**config.mk**
```make
export PLATFORM = sky130hd
export DESIGN_NAME = bit_serializer
export DESIGN_NICKNAME = d
export VERILOG_FILES = /design/src/rtl/serial_pkg.sv /design/src/rtl/bit_serializer.sv
export SDC_FILE = /design/constraint.sdc
export NUM_CORES = 1
export LEC_CHECK = 0
export CORE_AREA = 3 3 41 43
export CTS_BUF_LIST = sky130_fd_sc_hd__clkbuf_16
export DETAILED_ROUTE_END_ITERATION = 8
export DIE_AREA = 0 0 44 46
export GPL_ROUTABILITY_DRIVEN = 0
export GPL_TIMING_DRIVEN = 1
export PLACE_DENSITY_LB_ADDON = 0.2
export SYNTH_ARGS = -nofsm -noshare
export SYNTH_HDL_FRONTEND = slang
export SYNTH_SLANG_ARGS = --single-unit
```
**constraint.sdc**
```tcl
create_clock -name clk -period 3.8 [get_ports clk]
set_clock_uncertainty 0.05 [all_clocks]
set_input_delay 1.14 -clock clk [delete_from_list [all_inputs] [get_ports clk]]
set_output_delay 1.14 -clock clk [all_outputs]
set_load 0.005 [all_outputs]
```
**src/rtl/serial_pkg.sv**
```systemverilog
// Shared definitions for the serial front end and the pattern-detector FSMs.
// Holds the state encoding and the default word width.
package serial_pkg;

    localparam int DEFAULT_WIDTH = 8;
    localparam int GAP_CNT_W     = 4;

    typedef enum logic [1:0] {
        S_IDLE  = 2'd0,
        S_SHIFT = 2'd1,
        S_GAP   = 2'd2
    } state_t;

endpackage

```
**src/rtl/bit_serializer.sv**
```systemverilog
// Parallel-to-serial converter: takes WIDTH-bit words over valid/ready and emits
// one bit per clock, with optional idle gap cycles between words and a stall input.
module bit_serializer
    import serial_pkg::*;
#(
    parameter int WIDTH     = DEFAULT_WIDTH,
    parameter int MSB_FIRST = 1,
    parameter int GAP       = 0
) (
    input  logic             clk,
    input  logic             reset_n,
    input  logic [WIDTH-1:0] in_data,
    input  logic             in_valid,
    output logic             in_ready,
    input  logic             stall,
    output logic             out_bit,
    output logic             out_valid,
    output logic             busy
);

    localparam int CW = $clog2(WIDTH);

    state_t               state, state_next;
    logic [WIDTH-1:0]     shreg, shreg_next;
    logic [CW-1:0]        bit_cnt, bit_cnt_next;
    logic [GAP_CNT_W-1:0] gap_cnt, gap_cnt_next;

    logic head;
    logic last_bit;
    logic accept;

    always_ff @(posedge clk or negedge reset_n) begin
        if (!reset_n) begin
            state   <= S_IDLE;
            shreg   <= '0;
            bit_cnt <= '0;
            gap_cnt <= '0;
        end else begin
            state   <= state_next;
            shreg   <= shreg_next;
            bit_cnt <= bit_cnt_next;
            gap_cnt <= gap_cnt_next;
        end
    end

    assign head     = (MSB_FIRST != 0) ? shreg[WIDTH-1] : shreg[0];
    assign last_bit = (state == S_SHIFT) && (bit_cnt == '0);

    // With no gap configured the last-bit cycle doubles as a handshake slot,
    // which is what gives gapless back-to-back words.
    assign in_ready  = !stall && ((state == S_IDLE) || ((GAP == 0) && last_bit));
    assign accept    = in_valid && in_ready;
    assign out_valid = (state == S_SHIFT) && !stall;
    assign out_bit   = out_valid && head;
    assign busy      = (state != S_IDLE);

    always_comb begin
        state_next   = state;
        shreg_next   = shreg;
        bit_cnt_next = bit_cnt;
        gap_cnt_next = gap_cnt;
        if (!stall) begin
            case (state)
                S_IDLE: begin
                    if (accept) begin
                        state_next   = S_SHIFT;
                        shreg_next   = in_data;
                        bit_cnt_next = CW'(WIDTH - 1);
                    end
                end
                S_SHIFT: begin
                    if (MSB_FIRST != 0) begin
                        shreg_next = {shreg[WIDTH-2:0], 1'b0};
                    end else begin
                        shreg_next = {1'b0, shreg[WIDTH-1:1]};
                    end
                    if (bit_cnt != '0) begin
                        bit_cnt_next = bit_cnt - CW'(1);
                    end else if (GAP != 0) begin
                        state_next   = S_GAP;
                        gap_cnt_next = GAP_CNT_W'(GAP - 1);
                    end else if (accept) begin
                        shreg_next   = in_data;
                        bit_cnt_next = CW'(WIDTH - 1);
                    end else begin
                        state_next = S_IDLE;
                    end
                end
                S_GAP: begin
                    if (gap_cnt == '0) begin
                        state_next = S_IDLE;
                    end else begin
                        gap_cnt_next = gap_cnt - GAP_CNT_W'(1);
                    end
                end
                default: begin
                    state_next = S_IDLE;
                end
            endcase
        end
    end

endmodule
```
==> results of run 1 <==
-- worst max-delay path, cell delays in order --
cell	delay, ns
dlymetal6s2s_1	0.26
inv_1	0.15
and3_1	0.19
clkdlybuf4s50_1	0.43
-- cells by family (layout without fill, tap and decap cells) --
logic type,Yosys count,after routing
buffers and inverters,10,24
AOI/OAI and AO/OA,26,26
and+or+nand+nor,27,27
adders and majority gates,3,3
DFF,12,12
-- flip-flops by register name, indices dropped and copies added (netlist names) --
signal and cells:
state 1, bit_cnt 3, shreg 8
-- where the power goes --
group / switching, mW / internal, mW
sequential: 0.0525 / 0.190
clock: 0.0546 / 0.138
combinational: 0.135 / 0.142
total: 0.242 / 0.471
-- through the flow --
stage | total power, mW | cells | util, % | hold WS [ns] | setup slack (ns)
floorplan | 0.447 | 78 | - | 0.382 | 1.11
global placement | 0.519 | 103 | 62.2 | 0.400 | 0.0711
detailed placement | 0.521 | 103 | 62.2 | 0.400 | 0.0655
CTS | 0.717 | 107 | 68.1 | 0.409 | 0.0624
global route | 0.774 | 107 | 68.3 | 0.422 | 0.335
finish | 0.713 | 107 | 68.3 | 0.408 | 0.438
-- path summary, 6_finish.rpt --
kind                                        start  cells past startpoint                     end  slack (ns)
setup / recovery                            stall                      4                 out_bit        0.44
hold / removal             bit_cnt[0]$_DFFE_PN0N_                      1  bit_cnt[0]$_DFFE_PN0N_        0.41
setup reg to reg           bit_cnt[0]$_DFFE_PN0N_                      9    shreg[0]$_DFFE_PN0P_        1.67
hold reg to reg            bit_cnt[0]$_DFFE_PN0N_                      1  bit_cnt[0]$_DFFE_PN0N_        0.41
max in group asynchronous                 reset_n                      1  bit_cnt[1]$_DFFE_PN0N_        2.13
min in group asynchronous                 reset_n                      1    shreg[4]$_DFFE_PN0P_        1.21
-- metal layers --
layer / global-route usage [%] / vias to the layer above / part of all wire, %
met5: 0 / - / 0
met2: 23.8 / 16 / 41
met3: 3.95 / 5 / 6.0
li1: - / 316 / -
met1: 21.3 / 268 / 51
met4: 10.8 / 0 / 2.6
-- synth_stat cells --
library cell  count
a211oi_1          2
a21oi_1           3
a2bb2oi_1         1
a31o_2            1
a31oi_1           8
and3_1            1
and4_1            1
and4bb_2          1
buf_2             1
buf_4             2
buf_6             1
clkbuf_1          1
dfrtp_1          12
ha_1              3
inv_1             5
nand2_1           2
nand2b_1          2
nand3_1           7
nand4bb_1         1
nor2_1            8
nor2_2            1
nor2b_1           1
nor3_1            2
o211ai_1          1
o21ai_0           9
o31ai_1           1
-- layout make-up --
type,instances,share of cell area (%)
Multi-Input combinational cell,56,37.5
Sequential cell,12,33.0
Timing Repair Buffer,15,16.8
Clock buffer,3,8.24
Inverter,5,2.06
Tap cell,15,2.06
Clock inverter,1,0.412
-- repair_timing --
| action | CTS | global route |
|---|---|---|
| buffers inserted | 0 | 0 |
| hold buffers | 0 | 0 |
| setup endpoints to repair | 0 | 1 |
| resized for setup | 0 | 1 |
==> results.md, run 1 <==
- Final setup vio count: 0
- Starting Density: 52.2%
- Cells after Synth: 78
- GRT Total Usage: between 15 and 20%
- Worst setup SP type: input pin
- Vias in the first global route: between 500 and 600
- Die Wd: 44 um
- Tightest Pin Transition: roughly 0.55 ns
- Vias: 605
- Multiplexer share of the synthesized area: 0%
- Design area: just over 900 um^2
- Post-synth top area cell: dfrtp_1
- Ant diodes: 0
- Final Hold Viols: 0
- Detailed Route Iter0 Violations: 20
- First-pass GRT wire length: 2370 um
- Mapped Nets: 93
- CTS root buf: clkbuf_16
- Max-cap violations: 0
- Peak supply drop: 0.384 mV
- Commonest non-fill, non-tap cell in the layout: clkdlybuf4s50_1
- Simple-gate portion of the synthesized area: 21.0%
- HPWL Detailed: 949 um
- Max-slew headroom: 63.4%
- Max Slew Vio Count: 0
- Part of the Yosys area used for sequential elements: 43.2%
- PwrDens: between 700 and 800 nW/um^2
- Hold Path Class: flip-flop to flip-flop
- RSZ-0062 raised after global routing: false
- Synth unique cells: 26
- CTS tree: built
- CTS Buf Count: 3
- Synth Area in Adders: 5.40%
- Syn avg cell area: around 8.9 um^2
- Chip height: 46 um
- Port buffer count: 15
- Critical Path AT: between 2 and 2.5 ns
- Share of the synthesized area in the top cell type: ~43%
- Die area: 2020 um^2
- CTS H-Tree Depth: 1
- Final ANT Viol Nets: 0
- FF+latch count, synth: 12
- CTS clk-pin slew, worst paths: ~0.040 ns
- Initial antenna violation count: 0
- Crit path required time: 2.61 ns
- NumNets Final: 108
- Crit Path Max Fanout: 10
- Post-DP Area: 830 um^2
- Crit path kind: input pin to primary output
- Pin count of the biggest net entering global routing: 17
- Multi-input gate area: 342 um^2
- Synth-to-Final Area Change: 30.9%
- I/O pin count: 16
- Final Cycle Share: about nine tenths
- Worst-Skew Late Latency: 0.24 ns
- Most frequent cells in the layout: clkdlybuf4s50_1, dfrtp_1, o21ai_0, nor2_1, a31oi_1
- Ys Warns: 0
- Cell area after synthesis: 696 um^2
- Residual DRC: 0
- Num Clock Sinks: 12
- Layout cells sized above 1: 6.52%
- DR vias/cell: 5.65
- Fin crit period: 3.36 ns
- CTS max path bufs: 2
- Routed len/inst: 13.0 um
- WL final: 1390 um
- Core area: 1330 um^2
- Main combinational cell family by area after synthesis: compound AO/OA/AOI/OAI gates
- Lkg Pwr: 0.396 nW
- Synth Area in XOR/XNOR: 0%
- Layout fillers: 105
- Maximum clock rate: roughly 0.30 GHz
- Run status: finished, final reports clean
- Setup TNS: 0 ns
- Crit end category: primary output
- Post-synthesis compound-gate area fraction: 22.7%
- Synth area leaders: dfrtp_1, a31oi_1, o21ai_0, ha_1, nand3_1
- Row count: 13
- Number of iterations in the first detailed-routing pass: 4
- Storage element area: ~300 um^2
- Grt ovf: 0
Power figures use the tool's default switching activity.
==> inputs of run 2 (changes only) <==
--- a/config.mk
+++ b/config.mk
@@ -5,13 +5,14 @@
 export SDC_FILE = /design/constraint.sdc
 export NUM_CORES = 1
 export LEC_CHECK = 0
-export CORE_AREA = 3 3 41 43
+export CORE_AREA = 2 2 40 42
 export CTS_BUF_LIST = sky130_fd_sc_hd__clkbuf_16
 export DETAILED_ROUTE_END_ITERATION = 8
-export DIE_AREA = 0 0 44 46
+export DIE_AREA = 0 0 42 44
 export GPL_ROUTABILITY_DRIVEN = 0
 export GPL_TIMING_DRIVEN = 1
 export PLACE_DENSITY_LB_ADDON = 0.2
+export REMOVE_ABC_BUFFERS = 1
 export SYNTH_ARGS = -nofsm -noshare
 export SYNTH_HDL_FRONTEND = slang
 export SYNTH_SLANG_ARGS = --single-unit
==> run 2 against run 1 <==
Register-to-register slack worse by 0.02 ns. Worst setup slack worse by 0.23 ns. Largest cell class unchanged. Critical endpoint unchanged. Wire length up 4.0%. Largest power group unchanged. Hold slack better by 0.0016 ns. Non-clock buffer count up 1. Global-route usage up 2.7 points.
==> results.md, run 2 (synthesis gave the netlist of run 1 again) <==
- Grt ovf: 0
- Critical hold path startpoint: bit_cnt[0]$_DFFE_PN0N_
- HPWL Detailed: 982 um
- Residual DRC: 0
- Hold_buf cts: 0
- Critical Path AT: roughly 2.4 ns
- Synth-to-Final Area Change: 31.8%
- CTS root buf: clkbuf_16
- Vias in the first global route: around 550
- I/O pin count: 16
- Worst hold path depth: 1
- CTS max path bufs: 2
- Reg2reg end: shreg[0]$_DFFE_PN0P_
- R2r worst-path depth: 9
- RSZ-0062 raised after global routing: false
- Crit end category: primary output
- Fin crit period: 3.60 ns
- PwrDens: 784 nW/um^2
- Die Wd: roughly 42 um
- Final Hold Viols: 0
- Final ANT Viol Nets: 0
- Final Cycle Share: 94.6%
- Ant diodes: 0
- Vias: around 580
- Starting Density: 49.0%
- First-pass GRT wire length: ~2500 um
- Hold Path Class: flip-flop to flip-flop
- Max Slew Vio Count: 0
- GRT Total Usage: a little under a fifth
- Layout fillers: 118
- Final setup vio count: 0
- Layout cells sized above 1: 7.53%
- Worst-Skew Late Latency: 0.24 ns
- Detailed Route Iter0 Violations: 17
- Post-CTS setup buffers: 0
- Num Clock Sinks: 12
- Tightest Pin Transition: around 0.54 ns
- CTS tree: built
- Chip height: between 40 and 50 um
- Largest registers: shreg (8), bit_cnt (3), state (1)
- Setup TNS: 0 ns
- Port buffer count: 15
- Row count: 14
- Worst setup SP type: input pin
- Reg2reg setup slack: 1.65 ns
- Cts repair resizes: 0
- Pin count of the biggest net entering global routing: 17
- Most frequent cells in the layout: clkdlybuf4s50_1, dfrtp_1, o21ai_0, nor2_1, a31oi_1
- Max-slew headroom: 64.0%
- Post-route insts no fill: between 100 and 150
- DP Cell Count: 105
- Crit path kind: input pin to primary output
- WHS Endpoint: bit_cnt[0]$_DFFE_PN0N_
- Run status: finished, final reports clean
- CTS Buf Count: 3
- Maximum clock rate: 0.278 GHz
- Max reg flops: 8
- Max-cap violations: 0
- Crit Path Max Fanout: 5
- DR vias/cell: 5.36
- CTS clk-pin slew, worst paths: 0.04 ns
- CTS H-Tree Depth: 1
- Lkg Pwr: slightly below 0.4 nW
- Initial antenna violation count: 0
- NumNets Final: 109
- Worst Hold Slack: about 0.41 ns
- Most flops, register: shreg
- WL final: 1450 um
- Worst r2r src: bit_cnt[0]$_DFFE_PN0N_
- Die area: 1850 um^2
- Core area: 1420 um^2
- Peak supply drop: 0.423 mV
- Number of iterations in the first detailed-routing pass: 4
- Crit path required time: 2.61 ns
- Routed len/inst: 13.3 um
- Commonest non-fill, non-tap cell in the layout: clkdlybuf4s50_1
-- run 2: cell count changes in the layout (fill, tap and decap cells not counted) --
cell and change:
dlymetal6s2s_1 -1, clkdlybuf4s50_1 +1, buf_4 +1
-- run 2: layout make-up --
type                    instances  area, um^2  share of cell area (%)
clock inverters                 1        3.75                   0.409
repair buffers                 16         158                    17.2
multi-input cells              56         342                    37.2
clock buffers                   3        75.1                    8.19
inverters                       5        18.8                    2.05
well taps                      16        20.0                    2.18
flip-flops and latches         12         300                    32.7
-- run 2: how the worst max path moves through the flow --
stage | slack (ns) | end | startpoint
2_1_floorplan | 1.23 | out_bit | stall
3_3_place_gp | 0.21 | out_valid | stall
3_5_place_dp | 0.21 | out_bit | stall
4_1_cts | 0.21 | out_bit | stall
5_1_grt | 0.16 | out_bit | stall
6_report | 0.20 | out_bit | stall
-- run 2: where the power goes --
| group | total, mW | leakage, nW | switching (mW) | internal, mW |
|---|---|---|---|---|
| Sequential | 0.242 | 0.135 | 0.0522 | 0.190 |
| Clock | 0.196 | 0.0385 | 0.0572 | 0.139 |
| Combinational | 0.281 | 0.218 | 0.137 | 0.144 |
-- run 2: worst max-delay path: stages --
cell and delay (ns):
clkdlybuf4s50_1 0.47, inv_1 0.14, and3_1 0.16, clkdlybuf4s50_1 0.49
-- run 2: stage by stage --
step                      power (mW)  worst slack, ns  util [%]  cell area, um^2
final                          0.719            0.204      64.6              917
after global routing           0.777            0.157      64.6              917
after CTS                      0.725            0.206      64.6              917
after detailed placement       0.525            0.209      59.1              838
after global placement         0.522            0.205      59.1              838
after floorplan                0.430             1.23         -              661
-- run 2: layer usage --
layer / up-vias / part of all wire (%) / track usage (%)
met3: 4 / 4.5 / 7.50
met2: 11 / 44 / 26.3
li1: 314 / - / -
met1: 255 / 49 / 24.1
met5: - / 0 / 0
met4: 0 / 2.2 / 13.5
==> inputs of run 3 (changes only) <==
--- a/config.mk
+++ b/config.mk
@@ -5,10 +5,11 @@
 export SDC_FILE = /design/constraint.sdc
 export NUM_CORES = 1
 export LEC_CHECK = 0
-export CORE_AREA = 2 2 40 42
+export CAP_MARGIN = 20
+export CORE_AREA = 2 2 52 54
 export CTS_BUF_LIST = sky130_fd_sc_hd__clkbuf_16
 export DETAILED_ROUTE_END_ITERATION = 8
-export DIE_AREA = 0 0 42 44
+export DIE_AREA = 0 0 54 56
 export GPL_ROUTABILITY_DRIVEN = 0
 export GPL_TIMING_DRIVEN = 1
 export PLACE_DENSITY_LB_ADDON = 0.2
==> run 3 against run 2 <==
Register-to-register slack lost 0.09 ns. Combinational power grew 12%. Sequential share of layout area shrank 0.74 points. First-iteration DRC count shrank 18%. Highest routed layer unchanged. Clock-buffer cell count is the same. Wire length grew 14%. Largest power group unchanged. Total power grew 0.83%. Final cell count grew 13%. Via count grew 6.5%. Design area grew 2.3%. Non-clock buffer count grew 1. Global-route usage shrank 6.7 points. Critical path type unchanged.
==> results.md, run 3 (synthesis gave the netlist of run 1 again) <==
- Run status: finished, final reports clean
- Die Wd: approximately 54 um
- WHS Endpoint: bit_cnt[0]$_DFFE_PN0N_
- Max-cap violations: 0
- Crit Path Max Fanout: 7
- GRT Total Usage: between 10% and 20%
- Maximum clock rate: 0.272 GHz
- CP bufs+invs: 3
- Number of iterations in the first detailed-routing pass: 4
- Multi-input gate area: about 340 um^2
- Worst r2r src: bit_cnt[0]$_DFFE_PN0N_
- Final setup vio count: 0
- Sequential Power Share: 30.8%
- Comb power frac: 43.4%
- Layout cells sized above 1: under 10%
- CTS Buf Count: 3
- NumNets Final: 110
- Switch share: 34.3%
- Most frequent cells in the layout: clkdlybuf4s50_1, dfrtp_1, o21ai_0, nor2_1, a31oi_1
- Port buffer count: 15
- Vias: roughly 620
- Vias in the first global route: 601
- Initial antenna violation count: 0
- Crit path kind: input pin to primary output
- Detailed Route Iter0 Violations: 14
- Sw Pwr: 0.249 mW
- Crit-path slowest cell: clkdlybuf4s50_1
- Residual DRC: 0
- CTS max path bufs: 2
- Clk pwr share: 25.8%
- Hold Path Class: flip-flop to flip-flop
- CTS root buf: clkbuf_16
- Worst-Skew Late Latency: 0.24 ns
- Layout fillers: 264
- Pin count of the biggest net entering global routing: 17
- Chip height: 56 um
- Lkg Pwr: 0.395 nW
- Crit path required time: 2.61 ns
- Setup TNS: 0 ns
- Commonest non-fill, non-tap cell in the layout: clkdlybuf4s50_1
- Power Total: 0.725 mW
- Crit end category: primary output
- Post-route insts no fill: 123
- First-pass GRT wire length: roughly 2800 um
- Final WS setup: 0.129 ns
- Worst hold path depth: 1
- Worst Hold Slack: 0.405 ns
- Most flops, register: shreg
- R2r worst-path depth: 9
- Num Clock Sinks: 12
- Final ANT Viol Nets: 0
- DR vias/cell: ~5.1
- Storage element area: around 300 um^2
- Fin crit period: between 3 and 4 ns
- Starting Density: 28.6%
- Critical hold path startpoint: bit_cnt[0]$_DFFE_PN0N_
- Die area: between 3000 and 4000 um^2
- P_int: 0.477 mW
- Critical path cell sequence: clkdlybuf4s50_1 > inv_1 > and3_1 > clkdlybuf4s50_1
- Hold_buf cts: 0
- Max Slew Vio Count: 0
- PwrDens: 773 nW/um^2
- Ant diodes: 0
- DP Cell Count: 120
- Critical Path AT: 2.48 ns
- CTS H-Tree Depth: 1
- DP Worst Slack: 0.121 ns
- Worst setup SP type: input pin
- Routed len/inst: around 13 um
- RSZ-0062 raised after global routing: false
- Cell family with most CP delay: buffers and inverters
- Final Hold Viols: 0
- Reg2reg setup slack: 1.56 ns
- Largest registers: shreg (8), bit_cnt (3), state (1)
- Peak supply drop: 0.289 mV
- Tightest Pin Transition: between 0.5 and 0.6 ns
- Cts repair resizes: 0
- Final Cycle Share: 96.6%
- Max-slew headroom: between 60% and 70%
- Reg2reg end: shreg[6]$_DFFE_PN0P_
- Post-CTS setup buffers: 0
- Worst path most repeated cell: clkdlybuf4s50_1
- WL final: 1650 um
- HPWL Detailed: 1150 um
- Row count: 18
- I/O pin count: 16
- CTS tree: built
- Max reg flops: 8
- Worst path max stage delay: 0.51 ns
- Core area: 2430 um^2
- CTS clk-pin slew, worst paths: 0.04 ns
- Synth-to-Final Area Change: 34.9%
- Grt ovf: 0
[run 3: changes by cell type in the layout (fill, tap and decap cells not counted)]
cell / delta
clkinv_1: -1
buf_4: +1
[run 3: layout make-up]
cell class / instances / share of cell area, %
Multi-Input combinational cell: 56 / 36.4
Tap cell: 30 / 4.00
Inverter: 5 / 2.00
Timing Repair Buffer: 17 / 17.6
Sequential cell: 12 / 32.0
Clock buffer: 3 / 8.00
[run 3: routing by layer]
| metal | global-route usage [%] | up-vias | wire length (um) |
|---|---|---|---|
| li1 | - | 315 | - |
| met1 | 17.1 | 294 | 827 |
| met2 | 18.5 | 9 | 760 |
| met3 | 1.61 | 4 | 32 |
| met4 | 5.36 | 0 | 30 |
| met5 | 0 | - | 0 |
[run 3: power by group through the flow]
stage | clock (mW) | sequential [mW] | combinational [mW]
5_1_grt | 0.196 | 0.231 | 0.357
6_report | 0.187 | 0.224 | 0.315
4_1_cts | 0.189 | 0.224 | 0.319
3_3_place_gp | 0 | 0.224 | 0.309
3_5_place_dp | 0 | 0.225 | 0.318
2_1_floorplan | 0 | 0.230 | 0.200
[run 3: how the worst max path moves through the flow]
stage / slack [ns] / end / startpoint / cells past startpoint
after floorplan: 1.23 / out_bit / stall / 2
after detailed placement: 0.12 / out_bit / stall / 4
final: 0.13 / out_bit / stall / 4
after global placement: 0.15 / out_bit / stall / 4
after CTS: 0.13 / out_bit / stall / 4
after global routing: 0.05 / out_bit / stall / 4
[run 3: stage by stage]
step	util (%)	area [um^2]
2_1_floorplan	-	661
3_3_place_gp	35.5	863
3_5_place_dp	35.5	863
4_1_cts	38.6	938
5_1_grt	38.6	938
6_report	38.6	938
[run 3: worst reg2reg max path: stages, from the launching register on]
cell      delay (ns)
dfrtp_1         0.37
inv_1           0.10
ha_1            0.25
nand2b_1        0.19
a21oi_1         0.22
nand2_1         0.08
ha_1            0.21
nor2_2          0.44
nor2_1          0.09
a31oi_1         0.16
